==> src/rtl/bus_arb_pkg.sv <==
// bus_arb_pkg: shared arbiter state encoding and master-index constants.
package bus_arb_pkg;
  typedef enum logic [1:0] {
    IDLE   = 2'd0,
    GRANT0 = 2'd1,
    GRANT1 = 2'd2
  } state_e;
  localparam logic M0 = 1'b0;
  localparam logic M1 = 1'b1;
endpackage

==> src/rtl/bus_mux.sv <==
// bus_mux: drives the shared memory bus from the granted master; idle bus is all zeros.
module bus_mux
  import bus_arb_pkg::*;
#(
  parameter int ADDR_W = 8,
  parameter int DATA_W = 32
) (
  input  state_e            state,
  input  logic              m0_wr,
  input  logic [ADDR_W-1:0] m0_address,
  input  logic [DATA_W-1:0] m0_dout,
  input  logic              m1_wr,
  input  logic [ADDR_W-1:0] m1_address,
  input  logic [DATA_W-1:0] m1_dout,
  output logic              s_wr,
  output logic [ADDR_W-1:0] s_address,
  output logic [DATA_W-1:0] s_din
);
  always_comb begin
    s_wr      = state == GRANT0 ? m0_wr      : state == GRANT1 ? m1_wr      : 1'b0;
    s_address = state == GRANT0 ? m0_address : state == GRANT1 ? m1_address : '0;
    s_din     = state == GRANT0 ? m0_dout    : state == GRANT1 ? m1_dout    : '0;
  end
endmodule

==> src/rtl/bus_arbiter.sv <==
// bus_arbiter: two-master bus arbiter with last-owner tie-break and seamless handoff.
// Define BUS_ARBITER_TIMEOUT_EN to preempt an owner after HOLD_MAX cycles while the other master waits.
module bus_arbiter
  import bus_arb_pkg::*;
#(
  parameter int ADDR_W   = 8,
  parameter int DATA_W   = 32,
  parameter int HOLD_MAX = 16
) (
  input  logic              Clk,
  input  logic              reset_n,
  input  logic              M0_req,
  input  logic              M0_wr,
  input  logic [ADDR_W-1:0] M0_address,
  input  logic [DATA_W-1:0] M0_dout,
  input  logic              M1_req,
  input  logic              M1_wr,
  input  logic [ADDR_W-1:0] M1_address,
  input  logic [DATA_W-1:0] M1_dout,
  output logic              M0_grant,
  output logic              M1_grant,
  output logic              S_wr,
  output logic [ADDR_W-1:0] S_address,
  output logic [DATA_W-1:0] S_din
);
  state_e state_q, state_d;
  logic   last_q, last_d;
  logic   expire;

  if (HOLD_MAX < 2) begin : g_hold_chk
    $error("HOLD_MAX must be at least 2");
  end

`ifdef BUS_ARBITER_TIMEOUT_EN
  localparam int CW = $clog2(HOLD_MAX + 1);
  logic [CW-1:0] cnt_q, cnt_d;
  logic          other_req;
  // Counts only while an owner keeps the bus and the other master is waiting.
  always_comb begin
    other_req = state_q == GRANT0 ? M1_req : state_q == GRANT1 ? M0_req : 1'b0;
    cnt_d     = (state_d != state_q || !other_req) ? '0 :
                cnt_q == CW'(HOLD_MAX) ? cnt_q : cnt_q + 1'b1;
  end
  assign expire = cnt_q == CW'(HOLD_MAX - 1);
  always_ff @(posedge Clk or negedge reset_n) begin
    if (!reset_n) cnt_q <= '0;
    else          cnt_q <= cnt_d;
  end
`else
  assign expire = 1'b0;
`endif

  always_comb begin
    state_d = state_q;
    case (state_q)
      IDLE:    state_d = (M0_req && M1_req) ? (last_q == M1 ? GRANT0 : GRANT1) :
                         M0_req ? GRANT0 : M1_req ? GRANT1 : IDLE;
      GRANT0:  state_d = (M0_req && !(expire && M1_req)) ? GRANT0 : M1_req ? GRANT1 : IDLE;
      GRANT1:  state_d = (M1_req && !(expire && M0_req)) ? GRANT1 : M0_req ? GRANT0 : IDLE;
      default: state_d = IDLE;
    endcase
    last_d = state_d == GRANT0 ? M0 : state_d == GRANT1 ? M1 : last_q;
  end

  always_ff @(posedge Clk or negedge reset_n) begin
    if (!reset_n) begin
      state_q <= IDLE;
      last_q  <= M1;
    end else begin
      state_q <= state_d;
      last_q  <= last_d;
    end
  end

  assign M0_grant = state_q == GRANT0;
  assign M1_grant = state_q == GRANT1;

  bus_mux #(
    .ADDR_W(ADDR_W),
    .DATA_W(DATA_W)
  ) u_mux (
    .state     (state_q),
    .m0_wr     (M0_wr),
    .m0_address(M0_address),
    .m0_dout   (M0_dout),
    .m1_wr     (M1_wr),
    .m1_address(M1_address),
    .m1_dout   (M1_dout),
    .s_wr      (S_wr),
    .s_address (S_address),
    .s_din     (S_din)
  );
endmodule
==> config.mk <==
export PLATFORM = sky130hd
export DESIGN_NAME = bus_arbiter
export DESIGN_NICKNAME = d
export VERILOG_FILES = /design/src/rtl/bus_arb_pkg.sv /design/src/rtl/bus_mux.sv /design/src/rtl/bus_arbiter.sv
export SDC_FILE = /design/constraint.sdc
export NUM_CORES = 1
export LEC_CHECK = 0
export BUFFER_PORTS_ARGS = -buffer_cell sky130_fd_sc_hd__buf_2
export CORE_MARGIN = 2
export CORE_UTILIZATION = 25
export CTS_CLUSTER_DIAMETER = 40
export DETAILED_ROUTE_END_ITERATION = 10
export PLACE_DENSITY = 0.88
export SYNTH_ARGS = -nofsm -noshare
export SYNTH_HDL_FRONTEND = slang
export SYNTH_SLANG_ARGS = --single-unit
==> constraint.sdc <==
create_clock -name Clk -period 1.6 [get_ports Clk]
set_input_delay 0 -clock Clk [delete_from_list [all_inputs] [get_ports Clk]]
set_output_delay 0 -clock Clk [all_outputs]
set_load 0.05 [all_outputs]
# --- Word-level counts from Yosys, hierarchy flattened ---
# Cells that the tools add are included.
# Widths: inputs -> output; s select.
op_classes:
  addsub: 0
  multipliers: 0
  div: 0
  order_cmp: 0
  eq_ne: 4
  n_shift: 0
  muxes: 15
  bitwise: 0
  reduce_logical: 3
op_table:
  columns: ["op", "n"]
  rows:
  - ["$mux 32", 2]
  - ["$mux 8", 2]
  - ["$mux 2", 5]
  - ["$pmux 2 s3", 1]
  - ["$mux 1", 5]
  - ["$eq 2x1->1 const B", 2]
  - ["$eq 2x2->1 const B", 2]
  - ["$logic_not 2->1", 1]
  - ["$reduce_bool 2->1", 1]
  - ["$logic_and 1x1->1", 1]
totals:
  ff_bits: 3
  latchBits: 0
  ram_bits: 0
  rom_bits: 0
  inputBits: 86
  output_inout_bits: 43
  memories: 0

# --- Depth between registers and ports, before layout ---
depth:
  ltp_word: 7
  mapped_depth: 4

# --- Cells and area by module ---
# A second synthesis with hierarchy kept.
unflattened:
  cells_unflattened: 69
  hier_area_um2: 671.9
by_module_without_submodules:
  columns: ["mod", "n_inst", "cells_per_inst", "area_per_inst_um2", "seq_area_each_um2"]
  rows:
  - ["bus_mux", 1, 53, 498.0, 0.0]
  - ["bus_arbiter", 1, 16, 173.9, 76.3]

# --- Worst setup path after synthesis ---
# No wires, ideal clock.
synth_path:
  kind: "reg2out"
  start: "register state_q[0]"
  end: "output port S_address[0]"
  t_arrival_ns: 1.331
  t_required_ns: 1.600
  setup_slack_ns: 0.269
  path_stages_with_launch: 5
  n_path_buf: 2
  cell_sequence: "dfrtp_1 nor2b_1 buf_2 buf_4 a22o_1"
synth_via:
  elab_chain_len: 3
synth_lines:
  columns: ["element", "line", "text"]
  rows:
  - ["start, declared", "bus_arbiter.sv:26", "state_e state_q, state_d;"]
  - ["start signal, assigned", "bus_arbiter.sv:70", "state_q <= state_d;"]
  - ["$eq 2x2->1", null, null]
  - ["via M1_grant", "bus_arbiter.sv:21", "output logic M1_grant,"]
  - ["$mux 8 (2 in a row)", "bus_mux.sv:21", "s_address = state == GRANT0 ? m0_address : state == GRANT1 ? m1_address : '0;"]
  - ["end, declared", "bus_arbiter.sv:23", "output logic [ADDR_W-1:0] S_address,"]
# The timed path passes the listed nets, and every way through them passes these cells.

# --- Worst setup path in the final report ---
layout_path:
  start: "register state_q[0]"
  end: "output port S_din[8]"
layout_via:
  elab_chain_len: 3
layout_lines:
  columns: ["element", "line", "text"]
  rows:
  - ["$eq 2x2->1", "bus_mux.sv:22", "s_din = state == GRANT0 ? m0_dout : state == GRANT1 ? m1_dout : '0;"]
  - ["$mux 32", "bus_mux.sv:22", null]
  - ["$mux 32 *", "bus_mux.sv:22", null]
  - ["end, declared", "bus_arbiter.sv:24", "output logic [DATA_W-1:0] S_din"]
# Every way passes the cells marked *; elsewhere a longest branch is shown, timed or not.

==> impl_metrics.tcl <==
set metrics [dict create \
    cp_data_arrival_time_ns 1.52 \
    syn-num-nets 154 \
    critPathRequiredTime_ns 1.60 \
    netlist.area_leader.share_pct 53.4 \
    remaining_drc_errors 0 \
    die_y_um 54.6 \
    power_mw 2.15 \
    maximum_operating_frequency_mhz 660 \
    slew_violations 0 \
    total_power_divided_by_cell_area_nw_per_um2 1660 \
    core.rowCount 18 \
    synth_area_leader_cell "sky130_fd_sc_hd__a22o_1" \
    worstSetupPathType "reg2out" \
    cts_post_setup_buffers_inserted 0 \
    vias 1050 \
    cts_root_buf "sky130_fd_sc_hd__clkbuf_4" \
    hpwlAfterDp_um 2360 \
    syn-instance-count 67 \
    floorplan.initialDensity_pct 26.0 \
    netlist-cell-type-count 20 \
    syn_avg_cell_area_um2 9.54 \
    static-leakage-power_nw 0.825 \
    worstSetupEndpointType "primary output" \
    synth_mux_area_share_pct 1.57 \
    startpoint_type_of_the_worst_setup_path "flop" \
    cts.htree.levels 1 \
    timing.hold.ws_ns 0.0317 \
    cts_max_path_buffers 2 \
    critical_path.n_buffers_inverters 2 \
    final_layout_size_suffix_gt1_share_pct 73.2 \
    ys_async_rst_share_pct 100 \
    grt_setup_unrepaired "yes" \
    drt_first_iter_violations 9 \
    final-instance-count-excl-fill 224 \
    place_congestion 0.670 \
    final_antenna_net_count 0 \
    synth_edf_count 0 \
    worst_hold_path_type "in2reg" \
    path_cells "nor2b_2 > buf_4 > a22o_1 > buf_2" \
    globalRouteOverflowTotal 0 \
    vdd.ir_drop.worst_v 0.000998 \
    floorplan.core_area_um2 2450 \
    max_slew_margin_pct 81.9 \
    dp_worst_setup_slack_ns 0.243 \
    synth_xor_xnor_area_share_pct 0 \
    critical-path-top-delay-family "buffers and inverters" \
    stdcell_area_um2 1290 \
    totalNegativeSetupSlack_ns 0 \
    clk_transition_reported_paths_ns 0.04 \
    synth_seq_cells 3 \
    setup_violations 0 \
    area_growth_pct 102 \
    synth.top_cells.by_area "sky130_fd_sc_hd__a22o_1, sky130_fd_sc_hd__buf_8, sky130_fd_sc_hd__dfrtp_1, sky130_fd_sc_hd__buf_4, sky130_fd_sc_hd__dfstp_2" \
    cts_inserted_buffers 3 \
    yosysWarnings 0 \
    synth.top_cells.by_count "sky130_fd_sc_hd__a22o_1, sky130_fd_sc_hd__buf_4, sky130_fd_sc_hd__buf_8" \
    setup_ws_ns 0.0846 \
    synth-compound-area-share_pct 61.3 \
    final_period_minus_worst_setup_slack_ns 1.52 \
    postPlaceCellArea_um2 1250 \
    insertion_delay_ns 0.23 \
    grt_pass1_vias 859 \
    die-area_um2 2980 \
    yosysMostFrequentCell "sky130_fd_sc_hd__a22o_1" \
    synth_top_family_by_area "compound AO/OA/AOI/OAI gates" \
    tightestPinTransition_ns 0.272 \
    result_of_the_run "finished, final reports clean" \
    synth_top_flop_cell "sky130_fd_sc_hd__dfrtp_1" \
    vias_per_cell 4.69 \
    grt_pass1_wl_um 3460 \
    hold_fails_final_rpt 0 \
    drt_pre_antenna_iters 4 \
    drt-total-wl_um 2760 \
    grt_start_max_net_pins 23 \
    synth_simple_gate_area_share_pct 6.07 \
    largest_fanout_on_the_critical_path 20 \
    critPathMaxStageDelay_ns 0.40 \
    avgRoutedWirePerCell_um 12.3 \
    worst_clock_skew_ns 0.00751 \
    final_core_util_pct 52.7 \
    diodes 0 \
    cts_tree "built" \
    num_io_pins 129 \
    grt_usage_pct 15.5 \
    num-nets-final 282 \
    seq_area_frac_synth_pct 11.9 \
    max_cap_viol_count 0 \
    synth-adder-area-share_pct 1.96 \
    netlist_area_um2 639 \
    floorplan.die.width_um 54.6 \
    io_buffer_count 128 \
    initial_antenna_violation_count 0 \
    place_inst 219 \
    tritoncts_num_sinks 3 \
    cell_at_the_slowest_stage_of_the_critical_path "sky130_fd_sc_hd__dfrtp_1" \
    fin_crit_sh_pct 94.7 \
]
[flip-flops by register name, summed over array words and instances, names as in the netlist]
signal / count
state_q: 2
last_q: 1
[where the power goes]
part,internal (mW),switching (mW)
combinational,0.544,1.34
sequential,0.107,0.0249
clock,0.0934,0.0396
[cell type report]
type,instances,area (um2)
inverter,1,3.75
sequential,3,76.3
clock buffer,4,26.3
timing repair buffer,133,691
tap,30,37.5
fill,240,1160
multi-input combinational,53,458
[kinds of logic (layout without fill, tap and decap cells)]
| family | count (synthesis) | after routing |
|---|---|---|
| DFF | 3 | 3 |
| muxes | 1 | 1 |
| buffers and inverters | 11 | 138 |
| AOI/OAI and AO/OA | 45 | 45 |
| adders and majority gates | 1 | 1 |
| and+or+nand+nor | 6 | 6 |
[metal layers]
metal / vias to the layer above / global-route usage [%] / share of wire (%)
met5: - / 0 / 0
li1: 532 / - / -
met3: 2 / 1.09 / 8.6
met4: 0 / 3.75 / 0.22
met1: 462 / 17.3 / 38
met2: 54 / 30.9 / 53
[worst paths after layout]
check | from | slack (ns) | depth (start not counted) | end
setup / recovery | state_q[0] | 0.08 | 4 | S_din[8]
hold / removal | M0_req | 0.03 | 2 | state_q[0]
setup reg to reg | state_q[0] | 0.23 | 4 | last_q
hold reg to reg | last_q | 0.49 | 2 | last_q
max in group asynchronous | reset_n | 1.31 | 2 | last_q
min in group asynchronous | reset_n | 0.09 | 2 | state_q[0]
[cell usage in the layout, fill, tap and decap left out]
cell type and n:
sky130_fd_sc_hd__a21o_1 1, sky130_fd_sc_hd__a21oi_1 1, sky130_fd_sc_hd__a22o_1 39, sky130_fd_sc_hd__a22o_2 2
sky130_fd_sc_hd__and2b_2 1, sky130_fd_sc_hd__buf_2 124, sky130_fd_sc_hd__buf_4 4, sky130_fd_sc_hd__clkbuf_1 1
sky130_fd_sc_hd__clkbuf_4 7, sky130_fd_sc_hd__dfrtp_1 2, sky130_fd_sc_hd__dfstp_2 1, sky130_fd_sc_hd__dlygate4sd3_1 1
sky130_fd_sc_hd__ha_1 1, sky130_fd_sc_hd__inv_1 1, sky130_fd_sc_hd__mux2i_1 1, sky130_fd_sc_hd__nand2b_1 1
sky130_fd_sc_hd__nor2_1 1, sky130_fd_sc_hd__nor2b_2 2, sky130_fd_sc_hd__nor3b_1 1, sky130_fd_sc_hd__o21a_1 1
sky130_fd_sc_hd__o21ba_2 1
[repair_timing]
| action | 4_1_cts | 5_1_grt |
|---|---|---|
| setup endpoints to repair | 0 | 7 |
| endpoints found under the hold margin | 3 | 0 |
| hold buffers | 1 | 0 |
| resized for setup | 0 | 4 |
(Power assumes the default switching activity.)
